===== src/rtl/arb_pkg.sv =====
// arb_pkg: shared types and constants for the store-buffer / LSU dcache arbiter.
//   arb_state_e : arbiter FSM states (IDLE, BUSY, RESP)
//   arb_owner_e : owner of the in-flight dcache request (load or store)
//   WORD_OFFSET : number of byte-offset bits below the word address
package arb_pkg;

  typedef enum logic [1:0] {
    IDLE,
    BUSY,
    RESP
  } arb_state_e;

  typedef enum logic {
    OWN_LOAD,
    OWN_STORE
  } arb_owner_e;

  localparam int unsigned WORD_OFFSET = 2;

endpackage


===== src/rtl/arb_grant_sel.sv =====
// arb_grant_sel: purely combinational winner selection between the head store
// of the store buffer and the pending LSU load.
// Ports:
//   stb_req_i     : store request present
//   lsu_req_i     : load request present
//   stb_full_i    : store buffer full
//   stb_word_i    : head store word address
//   lsu_word_i    : load word address
//   starve_i      : store has waited too many load grants (tied low when unused)
//   grant_valid_o : some request is present
//   grant_owner_o : winner (OWN_STORE or OWN_LOAD), meaningful when grant_valid_o
module arb_grant_sel
  import arb_pkg::*;
#(
  parameter int unsigned WORD_W = 30
) (
  input  logic              stb_req_i,
  input  logic              lsu_req_i,
  input  logic              stb_full_i,
  input  logic [WORD_W-1:0] stb_word_i,
  input  logic [WORD_W-1:0] lsu_word_i,
  input  logic              starve_i,
  output logic              grant_valid_o,
  output arb_owner_e        grant_owner_o
);

  assign grant_valid_o = stb_req_i | lsu_req_i;

  always_comb begin
    grant_owner_o = OWN_LOAD;
    if (stb_req_i && !lsu_req_i) begin
      grant_owner_o = OWN_STORE;
    end else if (stb_req_i && lsu_req_i) begin
      // Loads bypass the buffered store unless the buffer is full, the store
      // has been starved, or the load reads the word the head store writes.
      if (starve_i || stb_full_i || (stb_word_i == lsu_word_i)) begin
        grant_owner_o = OWN_STORE;
      end
    end
  end

endmodule


===== src/rtl/stb_dcache_arbiter.sv =====
// stb_dcache_arbiter: arbitrates store-buffer drain writes against LSU loads
// onto the single dcache request port; one registered request in flight.
// Ports:
//   clk, rst_n                : clock, synchronous active-low reset
//   stb2arb_* / arb2stb_ack   : head store request and its completion ack
//   lsu2arb_* / arb2lsu_*     : load request, completion ack and read data
//   arb2dcache_*              : registered request to the dcache
//   dcache2arb_rdata/_ack     : dcache read data and transaction-done
// Optional feature macro: ARB_STARVE_GUARD_EN -- when defined, a store that
// has watched STARVE_MAX consecutive load grants wins the next arbitration.
module stb_dcache_arbiter
  import arb_pkg::*;
#(
  parameter int unsigned ADDR_WIDTH     = 32,
  parameter int unsigned DATA_WIDTH     = 32,
  parameter int unsigned BYTE_SEL_WIDTH = 4,
  parameter int unsigned STARVE_MAX     = 4
) (
  input  logic                      clk,
  input  logic                      rst_n,
  input  logic [ADDR_WIDTH-1:0]     stb2arb_addr,
  input  logic [DATA_WIDTH-1:0]     stb2arb_wdata,
  input  logic [BYTE_SEL_WIDTH-1:0] stb2arb_sel_byte,
  input  logic                      stb2arb_req,
  input  logic                      stb2arb_full,
  input  logic                      stb2arb_dmem_sel,
  output logic                      arb2stb_ack,
  input  logic [ADDR_WIDTH-1:0]     lsu2arb_addr,
  input  logic [BYTE_SEL_WIDTH-1:0] lsu2arb_sel_byte,
  input  logic                      lsu2arb_req,
  input  logic                      lsu2arb_dmem_sel,
  output logic [DATA_WIDTH-1:0]     arb2lsu_rdata,
  output logic                      arb2lsu_ack,
  output logic [ADDR_WIDTH-1:0]     arb2dcache_addr,
  output logic [DATA_WIDTH-1:0]     arb2dcache_wdata,
  output logic [BYTE_SEL_WIDTH-1:0] arb2dcache_sel_byte,
  output logic                      arb2dcache_w_en,
  output logic                      arb2dcache_req,
  output logic                      arb2dcache_dmem_sel,
  input  logic [DATA_WIDTH-1:0]     dcache2arb_rdata,
  input  logic                      dcache2arb_ack
);

  arb_state_e                state_q, state_d;
  arb_owner_e                owner_q, owner_d;
  logic [ADDR_WIDTH-1:0]     addr_q, addr_d;
  logic [DATA_WIDTH-1:0]     wdata_q, wdata_d;
  logic [BYTE_SEL_WIDTH-1:0] sel_q, sel_d;
  logic                      w_en_q, w_en_d;
  logic                      req_q, req_d;
  logic                      dmem_q, dmem_d;
  logic [DATA_WIDTH-1:0]     rdata_q, rdata_d;

  logic       grant_valid;
  arb_owner_e grant_owner;
  logic       starve;

  if (STARVE_MAX == 0) begin : g_bad_starve_max
    $error("STARVE_MAX must be at least 1");
  end

`ifdef ARB_STARVE_GUARD_EN
  localparam int unsigned CNT_W = $clog2(STARVE_MAX + 1);
  logic [CNT_W-1:0] starve_cnt_q, starve_cnt_d;

  assign starve = (starve_cnt_q == CNT_W'(STARVE_MAX));

  // Counts load grants that overtook a waiting store; only evaluated in IDLE
  // since that is the only state where grants are made.
  always_comb begin
    starve_cnt_d = starve_cnt_q;
    if (state_q == IDLE) begin
      if (!stb2arb_req || (grant_valid && grant_owner == OWN_STORE)) begin
        starve_cnt_d = '0;
      end else if (grant_valid) begin
        starve_cnt_d = starve_cnt_q + CNT_W'(1);
      end
    end
  end

  always_ff @(posedge clk) begin
    if (!rst_n) begin
      starve_cnt_q <= '0;
    end else begin
      starve_cnt_q <= starve_cnt_d;
    end
  end
`else
  assign starve = 1'b0;
`endif

  arb_grant_sel #(
    .WORD_W(ADDR_WIDTH - WORD_OFFSET)
  ) u_grant_sel (
    .stb_req_i    (stb2arb_req),
    .lsu_req_i    (lsu2arb_req),
    .stb_full_i   (stb2arb_full),
    .stb_word_i   (stb2arb_addr[ADDR_WIDTH-1:WORD_OFFSET]),
    .lsu_word_i   (lsu2arb_addr[ADDR_WIDTH-1:WORD_OFFSET]),
    .starve_i     (starve),
    .grant_valid_o(grant_valid),
    .grant_owner_o(grant_owner)
  );

  always_comb begin
    state_d = state_q;
    owner_d = owner_q;
    addr_d  = addr_q;
    wdata_d = wdata_q;
    sel_d   = sel_q;
    w_en_d  = w_en_q;
    req_d   = req_q;
    dmem_d  = dmem_q;
    rdata_d = rdata_q;
    case (state_q)
      IDLE: begin
        if (grant_valid) begin
          state_d = BUSY;
          owner_d = grant_owner;
          req_d   = 1'b1;
          if (grant_owner == OWN_STORE) begin
            addr_d  = stb2arb_addr;
            wdata_d = stb2arb_wdata;
            sel_d   = stb2arb_sel_byte;
            w_en_d  = 1'b1;
            dmem_d  = stb2arb_dmem_sel;
          end else begin
            addr_d  = lsu2arb_addr;
            wdata_d = '0;
            sel_d   = lsu2arb_sel_byte;
            w_en_d  = 1'b0;
            dmem_d  = lsu2arb_dmem_sel;
          end
        end
      end
      BUSY: begin
        if (dcache2arb_ack) begin
          state_d = RESP;
          req_d   = 1'b0;
          if (owner_q == OWN_LOAD) begin
            rdata_d = dcache2arb_rdata;
          end
        end
      end
      RESP: begin
        state_d = IDLE;
      end
      default: begin
        state_d = IDLE;
      end
    endcase
  end

  always_ff @(posedge clk) begin
    if (!rst_n) begin
      state_q <= IDLE;
      owner_q <= OWN_LOAD;
      addr_q  <= '0;
      wdata_q <= '0;
      sel_q   <= '0;
      w_en_q  <= 1'b0;
      req_q   <= 1'b0;
      dmem_q  <= 1'b0;
      rdata_q <= '0;
    end else begin
      state_q <= state_d;
      owner_q <= owner_d;
      addr_q  <= addr_d;
      wdata_q <= wdata_d;
      sel_q   <= sel_d;
      w_en_q  <= w_en_d;
      req_q   <= req_d;
      dmem_q  <= dmem_d;
      rdata_q <= rdata_d;
    end
  end

  // Acks are a one-cycle pulse: RESP always lasts exactly one cycle.
  assign arb2stb_ack         = (state_q == RESP) && (owner_q == OWN_STORE);
  assign arb2lsu_ack         = (state_q == RESP) && (owner_q == OWN_LOAD);
  assign arb2lsu_rdata       = rdata_q;
  assign arb2dcache_addr     = addr_q;
  assign arb2dcache_wdata    = wdata_q;
  assign arb2dcache_sel_byte = sel_q;
  assign arb2dcache_w_en     = w_en_q;
  assign arb2dcache_req      = req_q;
  assign arb2dcache_dmem_sel = dmem_q;

endmodule


===== config.mk =====
export PLATFORM = sky130hd
export DESIGN_NAME = stb_dcache_arbiter
export DESIGN_NICKNAME = d
export VERILOG_FILES = /design/src/rtl/arb_pkg.sv /design/src/rtl/arb_grant_sel.sv /design/src/rtl/stb_dcache_arbiter.sv
export SDC_FILE = /design/constraint.sdc
export NUM_CORES = 1
export LEC_CHECK = 0
export CORE_MARGIN = 3
export CORE_UTILIZATION = 39
export CTS_CLUSTER_DIAMETER = 40
export CTS_CLUSTER_SIZE = 20
export DETAILED_ROUTE_END_ITERATION = 10
export GPL_TIMING_DRIVEN = 0
export PLACE_DENSITY_LB_ADDON = 0.15
export SLEW_MARGIN = 30
export SYNTH_ARGS = -nofsm -noshare
export SYNTH_HDL_FRONTEND = slang
export SYNTH_SLANG_ARGS = --single-unit

===== constraint.sdc =====
create_clock -name clk -period 2.2 [get_ports clk]
set_input_delay 0.44 -clock clk [delete_from_list [all_inputs] [get_ports clk]]
set_output_delay 0.44 -clock clk [all_outputs]
set_load 0.01 [all_outputs]

* Word level (Yosys, flattened, before mapping)
Index checks and enable logic that the tools add are counted. Widths: inputs -> output; s select.
Cells by class: $add $sub $neg 0, multiply operators 0, divide/modulo/power cells 0, $lt $le $gt $ge 0, equal/unequal tests 5, shift operators 0, multiplexer cells 14, bitwise gates (word level) 2, reductions and logical operators 12
Operator list (number):
- $mux 32 | 2
- $eq 30x30->1 | 1
- $mux 1 | 7
- $reduce_and 3->1 | 2
- $logic_and 1x1->1 | 4
- $mux 2 | 2
- $mux 4 | 1
- $ne 2x2->1 const B | 2
- $pmux 2 s2 | 1
- $reduce_and 2->1 | 2
- $eq 2x1->1 const B | 1
- $eq 2x2->1 const B | 1
- $logic_not 2->1 | 1
- $pmux 1 s2 | 1
- $reduce_bool 2->1 | 1
- $logic_not 1->1 | 1
- $logic_or 1x1->1 | 1
- $not 1->1 | 1
- $or 1x1->1 | 1
Word-level totals: flip-flop bits (word level) 106, latch bits 0, bits in writable memories 0, ROM bits 0, output and inout port bits 105, logic and storage cells 42, memories kept 0

* Depth between registers and ports, before layout
Gate-level depths: netlist of the first run.
word-level depth 6, gate-level depth with buffers 7, depth with buffers taken out 6

* Modules after synthesis
A second synthesis of the first run with hierarchy kept.
Unflattened totals: cells, all modules 514, area total of the unflattened synthesis 4785.8 sq um
By module, submodules not included:
- stb_dcache_arbiter | instances 1, cells each 470, area an instance 4429.2 sq um, seq. area each 2102.0 sq um
- arb_grant_sel | instances 1, cells each 44, area an instance 356.6 sq um, seq. area each 0.0 sq um

* Worst setup path after synthesis of the first run
Ideal clock, no wire load.
path type input to register, start input lsu2arb_addr[20], end register addr_q[23], in the netlist arb2dcache_addr[23], setup time 119 ps, data arrival time 1741 ps, required time 2081 ps, setup slack 340 ps, cell stages on the path 7, path buffers 1, cells stage by stage xor2_1 -> nor4_1 -> nand4_1 -> nor2_4 -> o21ai_1 -> buf_2 -> o221a_2
Between the ends: cells in the longest elaborated chain, start to end 6
RTL lines:
- from (decl) | line stb_dcache_arbiter.sv:28 | input logic [ADDR_WIDTH-1:0] lsu2arb_addr,
- $eq 30x30->1 | line arb_grant_sel.sv:36 | if (starve_i || stb_full_i || (stb_word_i == lsu_word_i)) begin
- $logic_or 1x1->1 | line arb_grant_sel.sv:36
- $mux 1 | line arb_grant_sel.sv:36
- $mux 1 | line arb_grant_sel.sv:33 | end else if (stb_req_i && lsu_req_i) begin
- $mux 1 | line arb_grant_sel.sv:31 | if (stb_req_i && !lsu_req_i) begin
- $mux 32 | line stb_dcache_arbiter.sv:121 | if (grant_owner == OWN_STORE) begin
- to (signal assigned) | line stb_dcache_arbiter.sv:168 | addr_q <= addr_d;
- to (decl) | line stb_dcache_arbiter.sv:46 | logic [ADDR_WIDTH-1:0] addr_q, addr_d;
No other way between the ends. A chain may end at the register's enable or synchronous reset.

* Worst setup path in the final report of the first run
start input lsu2arb_addr[5], end register addr_q[17], in the netlist arb2dcache_addr[17]
The elaborated chain is that of the path after synthesis.

==> impl_metrics.ini, run 1 <==
[floorplan]
die_y_um = 113
chipWidth_um = 113
die-area_um2 = 12800
start_util_pct = 40.6
core_area_um2 = 11000
ios = 249
rows = 38

[cells_and_area]
drive_gt1_share_pct = 9.35
postLayoutCellArea_um2 = 7650
fin_util_pct = 69.4
diodes = 0
area_growth_pct = 70.8
fillCellCount = 914
num-nets-final = 952
final_cells = 953

[global_route]
grt_max_degree = 17
grt_antenna_before_repair = 0
grt_pass1_vias = 5116
overflow = 0
grt.total_usage_pct = 23.9
grt_pass1_wl_um = 24700

[synth]
avgSynthCellArea_um2 = 8.19
netlist_area_um2 = 4480
syn_nets = 691
yosysMostFrequentCell = dfxtp_1
synth_warnings = 0
synth_cell_types = 32
syn_inst = 547
synthArstFlopShare_pct = 0
synthTopCellsByCount = 105 x dfxtp_1, 86 x nor2_1, 68 x nand2_1
ys.flop_type = dfxtp_1
yosysSeqAreaShare_pct = 46.9
synth_top_area_share_pct = 46.9
synth_edf_count = 0
synth_area_leaders = dfxtp_1 47%, o221a_2 7.3%, nor2_1 7.2%, nand3_1 7.2%, xor2_1 5.9%
ys_ff_latch = 105
yosysTopAreaCell = dfxtp_1

[placement]
dpl_cell_area_um2 = 7130
numPortBuffers = 247
place_ws_ns = -0.653
place_congestion = 0.824
placed_cells = 934
place_hpwl_um = 12300

[detailed_routing]
wl_um = 16000
drcViolationCount = 0
vias = 4972
drtIter0Drc = 248
detail-route-antenna-nets = 0
dr.pass1.iters = 4
wl_per_cell_um = 16.8
viasPerCell = 5.22

[worst_setup_path]
start_kind = input pin
required_ns = 2.43
crit_chain = clkdlybuf4s50_1, xor2_1, nor4_2, nand4_1, nor2_4, o21ai_2, buf_6, o221a_2
arrival_ns = 2.32
crit_buf_inv = 2
slowest_stage = clkdlybuf4s50_1
critPathCaptureType = flop
slowest_delay_ns = 0.43
cp_top_family = simple AND/OR/NAND/NOR gates
critPathKind = input pin to flop
crit_fanout = 10

[power]
p_switching_mw = 1.33
seq_power_share_pct = 41.9
clkPwrFrac_pct = 34.0
swShare_pct = 26.3
comb_power_share_pct = 24.1
power_density_nw_per_um2 = 662
vdd_drop_max_mv = 0.335
p_leak_nw = 3.02
finalPower_mw = 5.07
power.internal_mw = 3.73

[timing]
relSlewSlack_pct = 65.4
fmax_mhz = 479
period_minus_slack_ns = 2.09
clock_skew_ns = 0.00889
fin_crit_sh_pct = 94.8
tns_ns = 0
grt_setup_unrepaired = no
hold-worst-slack_ns = 0.421
setup_ws_ns = 0.114
final_hold_viol_count = 0
setup_viol = 0
slew_viol_final = 0
tightestPinTransition_ns = 0.519

[clock_network]
insertion_delay_ns = 0.34
clockBufferDepth = 2
cts_buffers = 9
cts_tree = yes
clockRootBuffer = clkbuf_16
cts.sinks = 105
clkSlewWorstSetupHoldPaths_ns = 0.07
cts.htree.levels = 3

[run]
maxCapViolations = 0

[min_path]
hold_path_class = input pin to flop

[run_status]
status = finished clean
==> worst register-to-register path, delay by kind of cell (launching register included) <==
kind / cells / cell delay, ns
buffers and inverters: 1 / 0.28
DFF: 1 / 0.33
AOI/OAI and AO/OA: 4 / 0.88
and+or+nand+nor: 1 / 0.22
==> cells in the final DEF, fill, tap and decap left out, types with 2 or more instances in the layout <==
master,count
a2111oi_1,3
a2111oi_2,4
a211oi_1,7
a21oi_1,42
buf_4,4
buf_6,6
bufinv_16,2
clkbuf_1,35
clkbuf_16,9
clkbuf_2,5
clkdlybuf4s50_1,216
dfxtp_1,105
dlymetal6s2s_1,31
nand2_1,67
nand3_1,64
nand4_1,2
nor2_1,86
nor3_1,7
nor4_2,6
o21ai_0,31
o21ai_1,2
o221a_2,29
xor2_1,29
==> per-layer routing <==
metal	global-route usage [%]	up-vias	wire, um
met3	9.09	22	1410
met4	7.13	0	306
li1	-	2430	-
met2	43.3	194	8150
met5	0	-	0
met1	25.8	2326	6120
==> kinds of logic (layout without fill, tap and decap cells) <==
| logic type | Yosys count | in the layout | synth area share [%] |
|---|---|---|---|
| xor gates and xnor gates | 30 | 30 | 5.87 |
| AOI/OAI and AO/OA | 122 | 122 | 19.4 |
| and+or+nand+nor | 242 | 242 | 23.5 |
| buffers and inverters | 48 | 314 | 4.36 |
| DFF | 105 | 105 | 46.9 |
==> power by group through the flow <==
stage                     Clock, mW  Combinational [mW]  Sequential (mW)
after floorplan                   0               0.432             2.22
after global placement            0                1.17             2.16
after detailed placement          0                1.19             2.16
after CTS                      1.76                1.22             2.12
after global routing           1.81                1.32             2.14
final                          1.72                1.22             2.12
==> area by class of cell <==
type                       instances  area [um^2]  area share, %
sequential                       105         2100           27.5
clock inverter                     4         76.3          0.997
buffer                            46          224           2.93
inverter                           2         7.51         0.0981
clock buffer                      12          246           3.22
multi-input combinational        394         2240           29.3
tap                              140          175           2.29
timing repair buffer             250         2580           33.7
==> registers in the layout (all words and copies together) (netlist names) <==
register             cells
arb2dcache_wdata        32
arb2dcache_w_en          1
arb2lsu_rdata           32
state_q                  2
arb2dcache_addr         32
arb2dcache_sel_byte      4
arb2dcache_req           1
arb2dcache_dmem_sel      1
==> path summary, 6_finish.rpt <==
path,start,endpoint,slack [ns],depth (start not counted)
hold reg to reg,arb2lsu_rdata[21]$_SDFFE_PN0P_,arb2lsu_rdata[21]$_SDFFE_PN0P_,0.46,2
setup reg to reg,state_q[1]$_SDFFE_PN0P_,arb2dcache_sel_byte[0]$_SDFFE_PN0P_,0.37,6
setup / recovery,lsu2arb_addr[5],arb2dcache_addr[17]$_SDFFE_PN0P_,0.11,8
hold / removal,stb2arb_addr[9],arb2dcache_addr[9]$_SDFFE_PN0P_,0.42,2
==> what timing repair did <==
| action | CTS | global route |
|---|---|---|
| pin swaps | 5 | 13 |
| buffers inserted | 3 | 0 |
| gates resized for setup | 18 | 48 |
| hold buffers | 0 | 0 |
| setup endpoints to repair | 68 | 67 |
Note: power is estimated with default switching activity, not from simulation.
==> inputs of run 2 (changes only) <==
CTS_CLUSTER_SIZE = not set   (was 20)
clock period = 2.1 ns   (was 2.2 ns; I/O delays follow)
==> run 2 against run 1 <==
Effect of this change: die area stayed put; register-to-register slack worse by 0.13 ns; critical path depth is 1 lower; sequential share of layout area is 0.13 points lower; final area is 0.47% higher; setup slack worse by 0.039 ns; combinational power is 5% higher; critical path type unchanged.
==> impl_metrics.ini, run 2 (synthesis gave the netlist of run 1 again) <==
[run]
maxCapViolations = 0

[cells_and_area]
postLayoutCellArea_um2 = 7690
diodes = 0
multi_input_area_um2 = 2270
fillCellCount = 917
seq_area_um2 = 2100
layout_commonest_cell = clkdlybuf4s50_1
final_cell_mix = 194 x clkdlybuf4s50_1, 105 x dfxtp_1, 86 x nor2_1
num-nets-final = 952
drive_gt1_share_pct = 9.84
area_growth_pct = 71.6

[global_route]
grt.total_usage_pct = 24.0
overflow = 0
grt_antenna_before_repair = 0
grt_pass1_wl_um = 24800
grt_pass1_vias = 5124
grt_max_degree = 17

[detailed_routing]
dr.pass1.iters = 4
wl_per_cell_um = 16.9
drcViolationCount = 0
drtIter0Drc = 281
detail-route-antenna-nets = 0
vias = 4998
wl_um = 16100
viasPerCell = 5.24

[power]
finalPower_mw = 5.31
comb_power_share_pct = 24.1
p_leak_nw = 3.12
power.internal_mw = 3.91
power_density_nw_per_um2 = 691
p_switching_mw = 1.40
seq_power_share_pct = 41.9
clkPwrFrac_pct = 34.1
vdd_drop_max_mv = 0.351
swShare_pct = 26.4

[clock_network]
cts.htree.levels = 3
cts_hold_buf = 0
clockRootBuffer = clkbuf_16
clockBufferDepth = 2
cts_buffers = 9
clkSlewWorstSetupHoldPaths_ns = 0.07
cts_tree = yes
insertion_delay_ns = 0.34
cts.sinks = 105

[floorplan]
start_util_pct = 40.6
die-area_um2 = 12800
die_y_um = 113
chipWidth_um = 113
ios = 249
rows = 38
core_area_um2 = 11000

[run_status]
status = finished clean

[min_path]
hold_path_class = input pin to flop
holdPathStages = 2

[timing]
setup_viol = 0
slew_viol_final = 0
final_hold_viol_count = 0
setup_ws_ns = 0.0752
grt_setup_unrepaired = no
fin_crit_sh_pct = 96.4
tightestPinTransition_ns = 0.503
clock_skew_ns = 0.00986
fmax_mhz = 494
period_minus_slack_ns = 2.02
relSlewSlack_pct = 66.4

[placement]
dpl_cell_area_um2 = 7130
numPortBuffers = 247
place_congestion = 0.824
place_ws_ns = -0.733
place_hpwl_um = 12300

[worst_setup_path]
arrival_ns = 2.26
start_kind = input pin
required_ns = 2.33
crit_fanout = 10
critPathKind = input pin to flop
critPathCaptureType = flop
reg2regPathDepth = 6
==> run 2: cell count changes in the layout (fill, tap and decap cells not counted) <==
cell	before	now
o21ai_4	0	1
dlygate4sd2_1	0	13
buf_6	6	8
xor2_1	29	27
buf_4	4	2
dlymetal6s2s_1	31	39
clkdlybuf4s50_1	216	194
o21ai_2	1	0
clkbuf_2	5	7
xor2_2	1	3
clkbuf_1	35	33
clkdlybuf4s15_1	0	1
==> run 2: timing repair <==
item | CTS | global route
endpoints found under the setup margin | 68 | 69
resized for setup | 40 | 56
buffers inserted | 3 | 0
pin swaps | 10 | 12
==> run 2: area by class of cell <==
class                   instances  area share (%)
clock inverters                 4           0.993
multi-input cells             394            29.5
repair buffers                250            33.6
clock buffers                  12            3.21
plain buffers                  46            3.04
flip-flops and latches        105            27.3
well taps                     140            2.28
inverters                       2          0.0976
==> run 2: worst max-delay path: stages <==
cell	delay [ns]
clkdlybuf4s50_1	0.54
nor2b_1	0.16
clkbuf_2	0.25
nand2_2	0.17
o22a_2	0.29
buf_6	0.16
o221a_2	0.26
==> run 2: metrics by stage <==
| step | hold WS (ns) | std cells | util (%) | TNS (ns) |
|---|---|---|---|---|
| 3_3_place_gp | 0.441 | 934 | 64.6 | -45.83 |
| 4_1_cts | 0.457 | 953 | 68.3 | 0 |
| 5_1_grt | 0.408 | 953 | 69.7 | 0 |
| 3_5_place_dp | 0.448 | 934 | 64.6 | -44.90 |
| 6_report | 0.410 | 953 | 69.7 | 0 |
| 2_1_floorplan | 0.481 | 547 | - | 0 |
==> run 2: power groups by stage <==
stage                     Sequential (mW)  Combinational (mW)  Clock, mW
final                                2.22                1.28       1.81
after global routing                 2.24                1.38       1.90
after CTS                            2.22                1.28       1.84
after detailed placement             2.27                1.25          0
after global placement               2.26                1.23          0
after floorplan                      2.33               0.452          0
==> run 2: path summary, 6_finish.rpt <==
check	startpoint	to	slack, ns
setup / recovery	lsu2arb_req	arb2dcache_addr[17]$_SDFFE_PN0P_	0.08
hold / removal	stb2arb_addr[26]	arb2dcache_addr[26]$_SDFFE_PN0P_	0.41
setup reg to reg	state_q[1]$_SDFFE_PN0P_	arb2dcache_wdata[11]$_SDFFE_PN0P_	0.24
hold reg to reg	arb2lsu_rdata[21]$_SDFFE_PN0P_	arb2lsu_rdata[21]$_SDFFE_PN0P_	0.46
==> run 2: routing by layer <==
| layer | track usage (%) | routed length [um] | vias to the layer above |
|---|---|---|---|
| li1 | - | - | 2430 |
| met1 | 26.0 | 6100 | 2355 |
| met2 | 43.0 | 8240 | 195 |
| met3 | 9.14 | 1460 | 18 |
| met4 | 7.45 | 263 | 0 |
| met5 | 0 | 0 | - |
==> RTL edit: new RTL, flow settings as in run 1 <==
Re-encode `arb_state_e` (3 states) as one-hot, 3 bits wide.
--- a/src/rtl/arb_pkg.sv
+++ b/src/rtl/arb_pkg.sv
@@ -4,10 +4,10 @@
 //   WORD_OFFSET : number of byte-offset bits below the word address
 package arb_pkg;
 
-  typedef enum logic [1:0] {
-    IDLE,
-    BUSY,
-    RESP
+  typedef enum logic [2:0] {
+    IDLE = 3'b001,
+    BUSY = 3'b010,
+    RESP = 3'b100
   } arb_state_e;
 
   typedef enum logic {
Formal check against the unedited RTL: no difference found for any inputs over 10 cycles, from zero or initial values and one cycle with rst_n low; not proved beyond that.
==> RTL edit against run 1 <==
- sequential cell count increased by 1
- sequential share of layout area is 0.17 points higher
- power shrank 0.19%
- cell area up 0.33%
- worst hold slack better by 0.048 ns
- routed wire length is 0.91% higher
- synthesized area rose by 4.4%
- final cell count decreased by 1.7%
- maximum frequency decreased by 1.4%
- clock power decreased by 6%
- first-iteration DRC count up 13%
- setup slack lost 0.029 ns
- critical path type unchanged
- critical endpoint is now arb2dcache_addr[2]
- largest cell class unchanged
- highest routed layer unchanged
==> RTL edit: results (changes against run 1) <==
Worst Skew=0.00591 ns (-0.00298 ns); vias in the first global route=4,960 (-3.0%); combinational power share=25.4% (+1.3 points); synthesized instance count=528 (-3.5%); first-pass GRT wire length=24,800 um (+0.31%); Rel. slew slack=59.5% (-5.9 points); Total GRT Usage=23.5% (-0.41 points); status=finished, final reports clean; maximum vdd drop=0.000330 V (-1.6%); internal power=3670 uW (-1.6%); Pleak=0.00272 uW (-10%); met1 GRT Util=27.1% (+1.2 points); HPWL after DPL=12,500 um (+1.9%); vias=4,942 (-0.60%); Comb. pwr=1290 uW (+6%); Synth Area in Compound Gates=25.3% (+5.9 points); R2R setup slack=0.26 ns (-0.11 ns); drt initial violations=279 (+13%); Mapped Nets=672 (-2.7%); R2R depth=7 (+1); Post-synth top cells=106 x dfxtp_1, 75 x nand2_1, 64 x nand3_1; drt pass-1 iters=5 (+1); M3 GR Usage=6.42% (-2.7 points); pin count of the biggest net entering global routing=18 (+1); Avg WL per Cell=17.2 um (+2.6%); xor and xnor area share after synthesis=5.62% (-0.25 points); DR WL met3=1350 um (-4.4%); nets=933 (-2.0%); share of cells above drive strength 1=8.82% (-0.53 points); pre-CTS setup slack=-0.478 ns (+0.175 ns); fillcell total=978 (+7.0%)
-- RTL edit: logic make-up after synthesis --
logic type,count (synthesis)
AO/OA/AOI/OAI,153
XOR/XNOR,30
flip-flops,106
buffers and inverters,49
AND/OR/NAND/NOR,190
-- RTL edit: worst min path at each step --
stage	start	slack, ns	endpoint	cells past startpoint
floorplan	arb2lsu_rdata[10]	0.49	arb2lsu_rdata[10]	2
global placement	arb2lsu_rdata[23]	0.45	arb2lsu_rdata[23]	2
detailed placement	arb2lsu_rdata[13]	0.46	arb2lsu_rdata[13]	2
CTS	arb2lsu_rdata[13]	0.47	arb2lsu_rdata[13]	2
global route	arb2lsu_rdata[13]	0.48	arb2lsu_rdata[13]	2
finish	arb2lsu_rdata[31]	0.47	arb2lsu_rdata[31]	2
-- RTL edit: critical path: stages --
cell	delay, ns
clkdlybuf4s50_1	0.44
xor2_1	0.18
nor4_2	0.33
nand4_1	0.21
nor2_4	0.18
o21ai_2	0.13
buf_6	0.18
o221a_2	0.24
-- RTL edit: area by class of cell --
class                           instances  share of cell area [%]
Buffer                                 48                    3.18
Clock buffer                           10                    2.98
Clock inverter                          6                   0.880
Inverter                                1                  0.0489
Multi-Input combinational cell        373                    30.5
Sequential cell                       106                    27.6
Tap cell                              143                    2.33
Timing Repair Buffer                  250                    32.4
-- RTL edit: what timing repair did --
item / 4_1_cts / 5_1_grt
setup endpoints to repair: 61 / 67
pin swaps: 2 / 6
resized for setup: 4 / 11
endpoints found under the hold margin: 0 / 0
buffers inserted: 4 / 0
-- RTL edit: through the flow --
step / setup TNS (ns) / util [%]
finish: 0 / 66.4
CTS: 0 / 66.2
global placement: -27.15 / 63.3
detailed placement: -30.12 / 63.3
global route: -0.00747 / 66.4
floorplan: 0 / -
